## src/rtl/mimm_scrub_pkg.sv

```systemverilog
// mimm_scrub_pkg: state encoding and pass-mode constants for the RAM init/scrub engine.
package mimm_scrub_pkg;
  typedef enum logic [2:0] {S_IDLE, S_INIT, S_RD, S_CHK, S_FIX, S_DONE} state_e;
  localparam logic MODE_INIT = 1'b0;
  localparam logic MODE_SCRUB = 1'b1;
endpackage

```

## src/rtl/mimm_scrub_if.sv

```systemverilog
// mimm_scrub_if: control, status and RAM-port signals of the scrub engine.
interface mimm_scrub_if #(parameter int AW = 8, parameter int DW = 64);
  logic start, mode, fixen, abort, gnt;
  logic req, busy, done;
  logic [AW:0] errcnt;
  logic [AW-1:0] erraddr, waddr, raddr;
  logic wr, rd, parityerr;
  logic [DW-1:0] wdata, rdata;
  modport master (output start, mode, fixen, abort, gnt, rdata, parityerr,
                  input req, busy, done, errcnt, erraddr, waddr, wr, wdata, raddr, rd);
  modport slave (input start, mode, fixen, abort, gnt, rdata, parityerr,
                 output req, busy, done, errcnt, erraddr, waddr, wr, wdata, raddr, rd);
endinterface

```

## src/rtl/mimm_scrub.sv

```systemverilog
// mimm_scrub: walks a RAM once per start, either zero-filling it or parity-checking
// (and optionally rewriting) every word, counting errors and recording the first one.
module mimm_scrub
  import mimm_scrub_pkg::*;
#(parameter int AW = 8, parameter int DW = 64, parameter int DCNT = 2**AW) (
  input logic clk,
  input logic reset,
  mimm_scrub_if.slave bus
);
  state_e state_q, state_d, adv_state;
  logic [AW-1:0] cnt_q, cnt_d, erraddr_q, erraddr_d, adv_cnt;
  logic [AW:0] errcnt_q, errcnt_d;
  logic [DW-1:0] data_q, data_d;
  logic fixen_q, fixen_d, last, act, fix;
  assign last = cnt_q == AW'(DCNT - 1);
  assign act = bus.gnt && !bus.abort;
  assign fix = bus.parityerr && fixen_q;
  assign adv_cnt = last ? cnt_q : cnt_q + 1'b1;
  assign adv_state = last ? S_DONE : (state_q == S_INIT ? S_INIT : S_RD);
  always_comb begin
    state_d = state_q;
    cnt_d = cnt_q;
    errcnt_d = errcnt_q;
    erraddr_d = erraddr_q;
    data_d = data_q;
    fixen_d = fixen_q;
    if (state_q == S_IDLE) begin
      if (bus.start) begin
        state_d = bus.mode == MODE_SCRUB ? S_RD : S_INIT;
        cnt_d = '0;
        errcnt_d = '0;
        erraddr_d = '0;
        fixen_d = bus.fixen;
      end
    end else if (bus.abort) begin
      state_d = S_IDLE;
    end else begin
      case (state_q)
        S_INIT, S_FIX: begin
          state_d = bus.gnt ? adv_state : state_q;
          cnt_d = bus.gnt ? adv_cnt : cnt_q;
        end
        S_RD: state_d = bus.gnt ? S_CHK : S_RD;
        S_CHK: begin
          data_d = bus.rdata;
          errcnt_d = bus.parityerr && !(&errcnt_q) ? errcnt_q + 1'b1 : errcnt_q;
          erraddr_d = bus.parityerr && errcnt_q == '0 ? cnt_q : erraddr_q;
          state_d = fix ? S_FIX : adv_state;
          cnt_d = fix ? cnt_q : adv_cnt;
        end
        default: state_d = S_IDLE;
      endcase
    end
  end
  always_ff @(posedge clk or posedge reset) begin
    if (reset) begin
      state_q <= S_IDLE;
      cnt_q <= '0;
      errcnt_q <= '0;
      erraddr_q <= '0;
      data_q <= '0;
      fixen_q <= 1'b0;
    end else begin
      state_q <= state_d;
      cnt_q <= cnt_d;
      errcnt_q <= errcnt_d;
      erraddr_q <= erraddr_d;
      data_q <= data_d;
      fixen_q <= fixen_d;
    end
  end
  assign bus.busy = state_q != S_IDLE;
  assign bus.req = bus.busy;
  assign bus.done = state_q == S_DONE;
  assign bus.rd = state_q == S_RD && act;
  assign bus.wr = (state_q == S_INIT || state_q == S_FIX) && act;
  assign bus.waddr = cnt_q;
  assign bus.raddr = cnt_q;
  assign bus.wdata = state_q == S_FIX ? data_q : '0;
  assign bus.errcnt = errcnt_q;
  assign bus.erraddr = erraddr_q;
endmodule

```

## src/flat_wrapper.sv

```systemverilog
// flat-port wrapper written by rule: the top's interface ports become plain ports
module mimm_scrub_flat import mimm_scrub_pkg::*;
#(parameter int AW = 8, parameter int DW = 64, parameter int DCNT = 2**AW)
  (clk, reset, bus_start, bus_mode, bus_fixen, bus_abort, bus_gnt, bus_rdata, bus_parityerr, bus_req, bus_busy, bus_done, bus_errcnt, bus_erraddr, bus_waddr, bus_wr, bus_wdata, bus_raddr, bus_rd);
  mimm_scrub_if #(.AW(AW), .DW(DW)) bus_i ();
  input logic clk;
  input logic reset;
  input wire logic [$bits(bus_i.start)-1:0] bus_start;
  input wire logic [$bits(bus_i.mode)-1:0] bus_mode;
  input wire logic [$bits(bus_i.fixen)-1:0] bus_fixen;
  input wire logic [$bits(bus_i.abort)-1:0] bus_abort;
  input wire logic [$bits(bus_i.gnt)-1:0] bus_gnt;
  input wire logic [$bits(bus_i.rdata)-1:0] bus_rdata;
  input wire logic [$bits(bus_i.parityerr)-1:0] bus_parityerr;
  output wire logic [$bits(bus_i.req)-1:0] bus_req;
  output wire logic [$bits(bus_i.busy)-1:0] bus_busy;
  output wire logic [$bits(bus_i.done)-1:0] bus_done;
  output wire logic [$bits(bus_i.errcnt)-1:0] bus_errcnt;
  output wire logic [$bits(bus_i.erraddr)-1:0] bus_erraddr;
  output wire logic [$bits(bus_i.waddr)-1:0] bus_waddr;
  output wire logic [$bits(bus_i.wr)-1:0] bus_wr;
  output wire logic [$bits(bus_i.wdata)-1:0] bus_wdata;
  output wire logic [$bits(bus_i.raddr)-1:0] bus_raddr;
  output wire logic [$bits(bus_i.rd)-1:0] bus_rd;
  assign bus_i.start = bus_start;
  assign bus_i.mode = bus_mode;
  assign bus_i.fixen = bus_fixen;
  assign bus_i.abort = bus_abort;
  assign bus_i.gnt = bus_gnt;
  assign bus_i.rdata = bus_rdata;
  assign bus_i.parityerr = bus_parityerr;
  assign bus_req = bus_i.req;
  assign bus_busy = bus_i.busy;
  assign bus_done = bus_i.done;
  assign bus_errcnt = bus_i.errcnt;
  assign bus_erraddr = bus_i.erraddr;
  assign bus_waddr = bus_i.waddr;
  assign bus_wr = bus_i.wr;
  assign bus_wdata = bus_i.wdata;
  assign bus_raddr = bus_i.raddr;
  assign bus_rd = bus_i.rd;
  mimm_scrub #(.AW(AW), .DW(DW), .DCNT(DCNT)) u_core (.clk(clk), .reset(reset), .bus(bus_i));
endmodule
```

## config.mk

```make
export PLATFORM = sky130hd
export DESIGN_NAME = mimm_scrub_flat
export DESIGN_NICKNAME = d
export VERILOG_FILES = /design/src/rtl/mimm_scrub_pkg.sv /design/src/rtl/mimm_scrub_if.sv /design/src/rtl/mimm_scrub.sv /design/src/flat_wrapper.sv
export SDC_FILE = /design/constraint.sdc
export NUM_CORES = 1
export LEC_CHECK = 0
export BUFFER_PORTS_ARGS = -buffer_cell sky130_fd_sc_hd__buf_2
export CAP_MARGIN = 25
export CELL_PAD_IN_SITES_DETAIL_PLACEMENT = 1
export CELL_PAD_IN_SITES_GLOBAL_PLACEMENT = 2
export CORE_MARGIN = 4
export CORE_UTILIZATION = 25
export DETAILED_ROUTE_END_ITERATION = 8
export HOLD_SLACK_MARGIN = 0.03
export MAX_ROUTING_LAYER = met4
export PLACE_DENSITY_LB_ADDON = 0.3
export SLEW_MARGIN = 15
export SYNTH_ARGS = -nofsm -noshare
export SYNTH_HDL_FRONTEND = slang
export SYNTH_SLANG_ARGS = --single-unit
```

## constraint.sdc

```tcl
create_clock -name clk -period 3.55 [get_ports clk]
set_input_delay 0.71 -clock clk [delete_from_list [all_inputs] [get_ports clk]]
set_output_delay 0.71 -clock clk [all_outputs]
set_load 0.005 [all_outputs]
```

==> results of run 1 <==
[Yosys cell counts, types with 4 or more instances]
| master | count | area share |
|---|---|---|
| nand2_1 | 27 | 0.023 |
| o21ai_0 | 12 | 0.013 |
| or4_1 | 4 | 0.0067 |
| nand3_1 | 25 | 0.028 |
| ha_1 | 4 | 0.011 |
| buf_2 | 10 | 0.011 |
| mux2_2 | 64 | 0.16 |
| nand4_1 | 5 | 0.0070 |
| xor2_1 | 4 | 0.0078 |
| buf_4 | 10 | 0.017 |
| a21oi_1 | 11 | 0.012 |
| and2_1 | 66 | 0.092 |
| clkbuf_1 | 11 | 0.0092 |
| dfrtp_1 | 93 | 0.52 |
| inv_1 | 8 | 0.0067 |
| nor2_1 | 11 | 0.0092 |
[state kept, by name, indices dropped and copies added, names as in the netlist]
register	count
u_core.data_q	64
u_core.bus.erraddr	8
u_core.state_q	3
u_core.fixen_q	1
u_core.bus.raddr	8
u_core.bus.errcnt	9
[worst paths after layout]
| path | from | endpoint | slack, ns |
|---|---|---|---|
| worst max-delay path | u_core.state_q[2] | bus_wdata[28] | 0.64 |
| worst min-delay path | reset | u_core.bus.raddr[6] | 0.40 |
| worst max register to register | u_core.state_q[0] | u_core.bus.raddr[5] | 1.18 |
| worst min register to register | u_core.data_q[18] | u_core.data_q[18] | 0.50 |
| max in group asynchronous | reset | u_core.fixen_q | 2.45 |
| min in group clk | u_core.data_q[18] | u_core.data_q[18] | 0.50 |
[cell type report]
cell class                      count  area, sq um  share of cell area
Clock inverter                      5        36.28            0.006258
Tap cell                          225        281.5             0.04855
Multi-Input combinational cell    268         1963              0.3386
Timing Repair Buffer              178        915.9              0.1580
Clock buffer                       10        239.0             0.04122
Inverter                            8        32.53            0.005611
Sequential cell                    93         2327              0.4014
Antenna cell                        1        2.502           0.0004316
[routing by layer]
layer	vias up	part of all wire
li1	1682	-
met1	1761	0.46
met2	116	0.48
met3	14	0.052
met4	0	0.015
met5	-	0
[through the flow]
| step | cell area [sq um] | utilization | hold slack (ns) | setup slack (ns) | instances |
|---|---|---|---|---|---|
| after floorplan | 4489 | - | 0.4720 | 0.4197 | 401 |
| after global placement | 5520 | 0.3159 | 0.4797 | 1.001 | 772 |
| after detailed placement | 5520 | 0.3159 | 0.4876 | 0.9144 | 772 |
| after CTS | 5796 | 0.3316 | 0.4219 | 0.5681 | 787 |
| after global routing | 5796 | 0.3316 | 0.4497 | 0.4340 | 787 |
| final | 5798 | 0.3318 | 0.3965 | 0.6388 | 788 |
[power by group]
group / switching, mW / leakage, nW / total (mW) / internal [mW]
registers: 0.219 / 1.20 / 1.67 / 1.45
clock network: 0.417 / 0.127 / 0.908 / 0.491
logic: 0.273 / 1.65 / 0.665 / 0.393
[cells by family after synthesis]
group,Yosys count
simple gates,159
flops,93
mux,65
buf+inv,40
compound gates,33
xor+xnor,7
fa+ha+maj,4
==> metrics.yaml, run 1 <==
cts:
  clockBufferDepth: 2
  cts_resized: 0
  numCtsBuffers: 9
  cts_tree: "yes"
  post-cts-setup-buffer-count: 0
  worstSkewPairLatency_ns: 0.35
  clkSinkCount: 93
  cts.htree.levels: 3
  cts_hold_buf: 0
  cts_root_buf: "clkbuf_16"
  path_clk_slew_ns: 0.07
flow_run:
  maxCapViolCount: 0
global_routing:
  grt_pass1_vias: 3706
  grt_util_met1: 0.1729
  use_met3: 0.02487
  antenna_found_initial: 0
  busiest_layer: "met2"
  grt_pass1_wl_microns: 20460
  grt_overflow: 0
  grt_max_degree: 65
  grt_usage: 0.1322
  grt_use_met2: 0.2057
logic_synthesis:
  ys_warn_count: 0
  synth_mux_area_frac: 0.1628
  ys_seq_area_frac: 0.5184
  synthArstFlopShare: 1.000
  synth_seq_cells: 93
  syn_area_sq_um: 4489
  syn_nets: 477
  synth-compound-area-share: 0.04710
  synth_top_family_by_area: "simple AND/OR/NAND/NOR gates"
  synthXorXnorAreaFrac: 0.01366
  synth_area_per_cell_sq_um: 11.20
  synth-main-ff-cell: "dfrtp_1"
  ys_types: 40
  synth_edf_count: 0
  postSynthCellCount: 401
  synth_simple_gate_area_frac: 0.2007
  synthAdderAreaFrac: 0.01115
worst_setup_path:
  critPathKind: "flop to output port"
  crit_path_max_incr_delay_ns: 0.62
  cp_slowest_cell: "dfrtp_1"
  worstPathArrival_ns: 2.20
  end_kind: "output port"
  worstPathRequired_ns: 2.84
  cp_cell_sequence: "nor3b_2, buf_4, and2_1, buf_2"
  r2r_cells: 6
  cp_max_fo: 64
  crit_family: "flip-flops"
  worstSetupStartpointType: "flop"
  critical_path_buf_inv_count: 2
  crit_cells: 4
floorplan:
  core_region_area_sq_um: 17480
  dieArea_sq_um: 20170
  pin_count: 174
  die_w_microns: 142.0
  die_h_microns: 142.0
  rows: 48
  start_util: 0.2569
power:
  power.total_mw: 3.241
  vdd_drop_max_mv: 0.2251
  powerDensity_nw_per_um2: 559.0
  cellLeakagePower_nw: 2.974
route:
  vias: 3573
  drt-pass1-iter-count: 4
  drc: 0
  avgViaCountPerCell: 4.534
  ant_nets: 0
  wirelength_microns: 12780
  routedWlPerCell_microns: 16.22
  first_iter_violations: 144
timing:
  setup_viol: 0
  tightest_slew_ns: 0.5632
  drv_slew: 0
  hold_violations: 0
  setup_tns_ns: 0
  fin_crit_sh: 0.8201
  max_freq_mhz: 343.5
  fin_crit_ns: 2.911
  slew_headroom: 0.6236
  finalClockSkew_ns: 0.004685
  rsz0062_at_grt: "false"
placement:
  gp_congestion: 0.7687
  dpl.hpwl_microns: 9625
  io_buffers: 173
final_layout:
  drive_above_1_share: 0.4698
  area_delta_synth_final_pct: 29.15
  nFillCells: 1995
  fin_nets: 634
  layout_commonest_cell: "buf_2"
  final_cell_mix: "buf_2 (173), dfrtp_1 (93), and2_1 (66)"
status:
  status: "finished, final reports clean"
hold_path:
  hp-class: "input pin to async pin"
(Power assumes the default switching activity.)
==> inputs of run 2 (changes only) <==
==> constraint.sdc (replaced) <==
create_clock -name clk -period 2.85 [get_ports clk]
set_input_delay 0.57 -clock clk [delete_from_list [all_inputs] [get_ports clk]]
set_output_delay 0.57 -clock clk [all_outputs]
set_load 0.005 [all_outputs]
==> run 2 against run 1 <==
  * Non-clock buffer count unchanged
  * Critical path type unchanged
  * Largest power group unchanged
  * Utilization up 0.27 points
  * Largest cell class unchanged
  * First-iteration DRC count up 10%
  * Critical path depth unchanged
  * Cell count down 0.13%
  * Highest routed layer unchanged
  * Final area up 0.82%
==> metrics.yaml, run 2 (synthesized netlist as in run 1, its figures left out) <==
global_routing:
  grt_pass1_vias: 3741  # was 3706
  grt_pass1_wl_microns: 19600  # was 20460 microns
  grt_usage: 0.1265  # was 0.1322
  antenna_found_initial: 0  # unchanged
  grt_max_degree: 65  # unchanged
  grt_overflow: 0  # unchanged
worst_setup_path:
  r2r_cells: 5  # was 6
  r2r_setup_slack_ns: 0.64  # was 1.18 ns
  cp_max_fo: 64  # unchanged
  worstSetupStartpointType: "flop"  # unchanged
  worstPathArrival_ns: 2.00  # was 2.20 ns
  crit_family: "flip-flops"  # unchanged
  crit_path_max_incr_delay_ns: 0.63  # was 0.62 ns
  timing.rr.start: "u_core.state_q[0]"  # unchanged
  critPathKind: "flop to output port"  # unchanged
  critical_path_buf_inv_count: 2  # unchanged
  cp_cell_sequence: "nor3b_2, buf_12, and2_1, buf_2"  # was nor3b_2, buf_4, and2_1, buf_2
  end_kind: "output port"  # unchanged
  cp_slowest_cell: "dfrtp_1"  # unchanged
  worstReg2RegEnd: "u_core.bus.raddr[5]"  # unchanged
  worstPathRequired_ns: 2.28  # was 2.84 ns
status:
  status: "finished, final reports clean"  # unchanged
timing:
  fin_crit_ns: 2.570
  fin_crit_sh: 0.9017
  tightest_slew_ns: 0.5844  # was 0.5632 ns
  hold_violations: 0  # unchanged
  max_freq_mhz: 389.1
  hold_ws_ns: 0.1922  # was 0.3965 ns
  rsz0062_at_grt: "false"  # unchanged
  setup_viol: 0  # unchanged
  drv_slew: 0  # unchanged
  finalClockSkew_ns: 0.004051  # was 0.004685 ns
  slew_headroom: 0.6095  # was 0.6236
  setup_tns_ns: 0  # unchanged
final_layout:
  multi_input_area_sq_um: 1963  # unchanged
  fin_nets: 634  # unchanged
  fin_util: 0.3345  # was 0.3318
  area_delta_synth_final_pct: 30.21  # was 29.15%
  n_antenna_cell: 0  # was 1
  largest_register_ffs: 64  # unchanged
  drive_above_1_share: 0.4698  # unchanged
  nFillCells: 2015  # was 1995
  layout_commonest_cell: "buf_2"  # unchanged
  final_cell_mix: "buf_2 (173), dfrtp_1 (93), and2_1 (66)"  # unchanged
  seq_area_sq_um: 2327  # unchanged
  top_register: "u_core.data_q"  # unchanged
floorplan:
  pin_count: 174  # unchanged
  die_h_microns: 142.0  # unchanged
  core_region_area_sq_um: 17480  # unchanged
  rows: 48  # unchanged
  start_util: 0.2569  # unchanged
  dieArea_sq_um: 20170  # unchanged
  die_w_microns: 142.0  # unchanged
route:
  vias: 3518  # was 3573
  ant_nets: 0  # unchanged
  wirelength_microns: 12440  # was 12780 microns
  routedWlPerCell_microns: 15.81  # was 16.22 microns
  drt-pass1-iter-count: 4  # unchanged
  drc: 0  # unchanged
  avgViaCountPerCell: 4.470  # was 4.534
  first_iter_violations: 159  # was 144
flow_run:
  maxCapViolCount: 0  # unchanged
cts:
  clockBufferDepth: 2  # unchanged
  cts_resized: 0  # unchanged
  post-cts-setup-buffer-count: 0  # unchanged
  cts_tree: "yes"  # unchanged
  numCtsBuffers: 9  # unchanged
  cts_root_buf: "clkbuf_16"  # unchanged
  cts.htree.levels: 3  # unchanged
  cts_hold_buf: 0  # unchanged
  clkSinkCount: 93  # unchanged
  worstSkewPairLatency_ns: 0.34  # was 0.35 ns
  path_clk_slew_ns: 0.07  # about the same
placement:
  io_buffers: 173  # unchanged
  dpl.hpwl_microns: 9064  # was 9625 microns
  gp_congestion: 0.7511  # was 0.7687
power:
  vdd_drop_max_mv: 0.2674  # was 0.2251 mV
  powerDensity_nw_per_um2: 704.1  # was 559.0 nW/um^2
  cellLeakagePower_nw: 2.993  # was 2.974 nW
hold_path:
  hp-class: "input pin to async pin"  # unchanged
[run 2: how the worst max path moves through the flow]
stage / startpoint / depth (start not counted) / end
global route: u_core.state_q[2] / 4 / bus_wdata[63]
finish: u_core.state_q[2] / 4 / bus_wdata[24]
global placement: bus_abort / 7 / u_core.bus.errcnt[5]
detailed placement: u_core.state_q[2] / 4 / bus_wdata[24]
floorplan: u_core.state_q[2] / 5 / bus_wdata[10]
CTS: u_core.state_q[2] / 4 / bus_wdata[24]
[run 2: final cells by class]
| type | count | area share |
|---|---|---|
| Clock buffer | 10 | 0.04088 |
| Sequential cell | 93 | 0.3981 |
| Tap cell | 225 | 0.04816 |
| Clock inverter | 5 | 0.01027 |
| Timing Repair Buffer | 178 | 0.1610 |
| Multi-Input combinational cell | 268 | 0.3358 |
| Inverter | 8 | 0.005779 |
[run 2: metrics by stage]
| stage | instances | power, mW | setup slack [ns] | cell area, sq um |
|---|---|---|---|---|
| floorplan | 401 | 2.664 | 0.7454 | 4493 |
| global placement | 772 | 2.900 | 0.6317 | 5547 |
| detailed placement | 772 | 2.950 | 0.6121 | 5547 |
| finish | 787 | 4.116 | 0.2803 | 5846 |
| global route | 787 | 4.387 | 0.1420 | 5846 |
| CTS | 787 | 4.195 | 0.2391 | 5846 |
[run 2: report_power, final]
part | switching, mW | leakage [nW] | internal (mW)
Combinational | 0.332 | 1.65 | 0.490
Clock | 0.519 | 0.145 | 0.702
Sequential | 0.268 | 1.20 | 1.80
[run 2: layer usage]
metal	track usage	wire, microns	vias up
li1	-	-	1678
met2	0.2072	5922	120
met1	0.1558	5603	1708
met5	-	0	-
met4	0.04293	159	0
met3	0.02621	753	12
==> inputs of run 3 (changes only) <==
--- a/config.mk
+++ b/config.mk
@@ -10,11 +10,11 @@
 export CELL_PAD_IN_SITES_DETAIL_PLACEMENT = 1
 export CELL_PAD_IN_SITES_GLOBAL_PLACEMENT = 2
 export CORE_MARGIN = 4
-export CORE_UTILIZATION = 25
+export CORE_UTILIZATION = 30
 export DETAILED_ROUTE_END_ITERATION = 8
 export HOLD_SLACK_MARGIN = 0.03
 export MAX_ROUTING_LAYER = met4
-export PLACE_DENSITY_LB_ADDON = 0.3
+export PLACE_DENSITY = 0.78
 export SLEW_MARGIN = 15
 export SYNTH_ARGS = -nofsm -noshare
 export SYNTH_HDL_FRONTEND = slang
==> run 3 against run 2 <==
  * Cell count decreased by 4.8%
  * Register-to-register slack better by 0.03 ns
  * Critical endpoint is now bus_wdata[4]
  * Total power increased by 1.9%
==> metrics.yaml, run 3 (synthesized netlist as in run 1, its figures left out) <==
status:
  status: "finished, final reports clean"  # unchanged
floorplan:
  dieArea_sq_um: 16990  # was 20170 sq um
  start_util: 0.3077  # was 0.2569
  pin_count: 174  # unchanged
  die_w_microns: 130.3  # was 142.0 microns
  rows: 44  # was 48
  core_region_area_sq_um: 14590  # was 17480 sq um
  die_h_microns: 130.3  # was 142.0 microns
final_layout:
  layout_commonest_cell: "buf_2"  # unchanged
  fin_nets: 636  # was 634
  largest_register_ffs: 64  # unchanged
  final_cell_mix: "buf_2 (173), dfrtp_1 (93), and2_1 (66)"  # unchanged
  fin_util: 0.3980  # was 0.3345
  nFillCells: 1675  # was 2015
  area_delta_synth_final_pct: 29.35  # was 30.21%
  postLayoutCellArea_sq_um: 5807  # was 5846 sq um
  n_antenna_cell: 0  # unchanged
  drive_above_1_share: 0.4726  # was 0.4698
  final_cells: 749  # was 787
  top_register: "u_core.data_q"  # unchanged
timing:
  hold_violations: 0  # unchanged
  drv_slew: 0  # unchanged
  max_freq_mhz: 385.0  # was 389.1 MHz
  setup_tns_ns: 0  # unchanged
  finalClockSkew_ns: 0.005687  # was 0.004051 ns
  fin_crit_sh: 0.9114  # was 0.9017
  worst_slack_ns: 0.2525  # was 0.2803 ns
  setup_viol: 0  # unchanged
  tightest_slew_ns: 0.5452  # was 0.5844 ns
  slew_headroom: 0.6365  # was 0.6095
  rsz0062_at_grt: "false"  # unchanged
  fin_crit_ns: 2.597  # was 2.570 ns
  hold_ws_ns: 0.3504  # was 0.1922 ns
power:
  power.total_mw: 4.193  # was 4.116 mW
  p_seq_frac: 0.500  # was 0.503
  pwr-share-clk: 0.301  # was 0.297
  vdd_drop_max_mv: 0.2692  # was 0.2674 mV
  cellLeakagePower_nw: 3.007  # was 2.993 nW
  p_int_mw: 3.053  # was 2.997 mW
  p_sw_frac: 0.2720  # was 0.2719
  power.switching_mw: 1.141  # was 1.119 mW
  powerDensity_nw_per_um2: 722.1  # was 704.1 nW/um^2
  p_comb_frac: 0.199  # was 0.200
global_routing:
  grt_pass1_wl_microns: 18750  # was 19600 microns
  antenna_found_initial: 0  # unchanged
  grt_pass1_vias: 3545  # was 3741
  grt_max_degree: 94  # was 65
  grt_overflow: 0  # unchanged
  grt_usage: 0.1446  # was 0.1265
worst_setup_path:
  r2r_setup_slack_ns: 0.67  # was 0.64 ns
  crit_family: "flip-flops"  # unchanged
  worstPathRequired_ns: 2.28  # about the same
  cp_slowest_cell: "dfrtp_1"  # unchanged
  crit_path_max_incr_delay_ns: 0.61  # was 0.63 ns
  crit_start: "u_core.state_q[2]"  # unchanged
  end_kind: "output port"  # unchanged
  cp_max_fo: 67  # was 64
  worstPathArrival_ns: 2.03  # was 2.00 ns
  timing.rr.start: "u_core.state_q[0]"  # unchanged
  critPathKind: "flop to output port"  # unchanged
  critical_path_buf_inv_count: 2  # unchanged
  worstSetupStartpointType: "flop"  # unchanged
  cp_cell_sequence: "nor3b_2, buf_4, and2_1, buf_2"  # was nor3b_2, buf_12, and2_1, buf_2
cts:
  clkSinkCount: 93  # unchanged
  cts_tree: "yes"  # unchanged
  numCtsBuffers: 9  # unchanged
  cts.htree.levels: 3  # unchanged
  post-cts-setup-buffer-count: 0  # unchanged
  cts_resized: 0  # unchanged
  worstSkewPairLatency_ns: 0.34  # about the same
  clockBufferDepth: 2  # unchanged
  cts_root_buf: "clkbuf_16"  # unchanged
  path_clk_slew_ns: 0.07  # about the same
  cts_hold_buf: 0  # unchanged
route:
  ant_nets: 0  # unchanged
  drt-pass1-iter-count: 4  # unchanged
  routedWlPerCell_microns: 16.36  # was 15.81 microns
  first_iter_violations: 212  # was 159
  vias: 3557  # was 3518
  wirelength_microns: 12250  # was 12440 microns
  drc: 0  # unchanged
  avgViaCountPerCell: 4.749  # was 4.470
placement:
  placedCellCount: 733  # was 772
  placed_cell_area_sq_um: 5485  # was 5547 sq um
  dpl.hpwl_microns: 9057  # was 9064 microns
  io_buffers: 173  # unchanged
  dp_slack_ns: 0.6050  # was 0.6121 ns
  gp_congestion: 0.8037  # was 0.7511
hold_path:
  hp-class: "input pin to async pin"  # unchanged
flow_run:
  maxCapViolCount: 0  # unchanged
-- run 3: changes by cell type in the layout (fill, tap and decap cells not counted) --
cell,previous run,this run
clkinv_2,1,0
buf_12,3,1
clkinv_4,1,2
inv_6,1,0
clkbuf_8,1,3
buf_4,2,6
-- run 3: worst paths after layout --
path	endpoint	cells after the start
min reg2reg	u_core.bus.erraddr[5]	2
max	bus_wdata[4]	4
max in group asynchronous	u_core.data_q[33]	3
max reg2reg	u_core.bus.raddr[5]	5
min in group clk	u_core.fixen_q	3
min	u_core.bus.erraddr[6]	3
-- run 3: worst reg2reg max path, cell delays in order, from the launching register on --
cell and delay [ns]:
dfrtp_1 0.54, nor3_4 0.40, and2_1 0.22, o221ai_2 0.25, or4_1 0.53, a21oi_1 0.16
-- run 3: per-layer routing --
layer  GRT usage  wire length (microns)
met1      0.1924                   5705
met2      0.2206                   5521
met4     0.04174                    140
met3     0.03479                    886
met5           -                      0
-- run 3: area by class of cell --
class / count / area [sq um] / share of cell area
flip-flops and latches: 93 / 2327 / 0.4008
multi-input cells: 268 / 1963 / 0.3381
repair buffers: 180 / 930.9 / 0.1603
clock buffers: 12 / 266.5 / 0.04590
well taps: 184 / 230.2 / 0.03965
clock inverters: 4 / 55.05 / 0.009481
inverters: 8 / 33.78 / 0.005818
-- run 3: power groups by stage --
stage / Sequential [mW] / Clock, mW / Combinational [mW]
2_1_floorplan: 2.00 / 0 / 0.665
3_3_place_gp: 2.10 / 0 / 0.814
3_5_place_dp: 2.13 / 0 / 0.851
4_1_cts: 2.11 / 1.31 / 0.856
5_1_grt: 2.17 / 1.36 / 0.932
6_report: 2.10 / 1.26 / 0.834
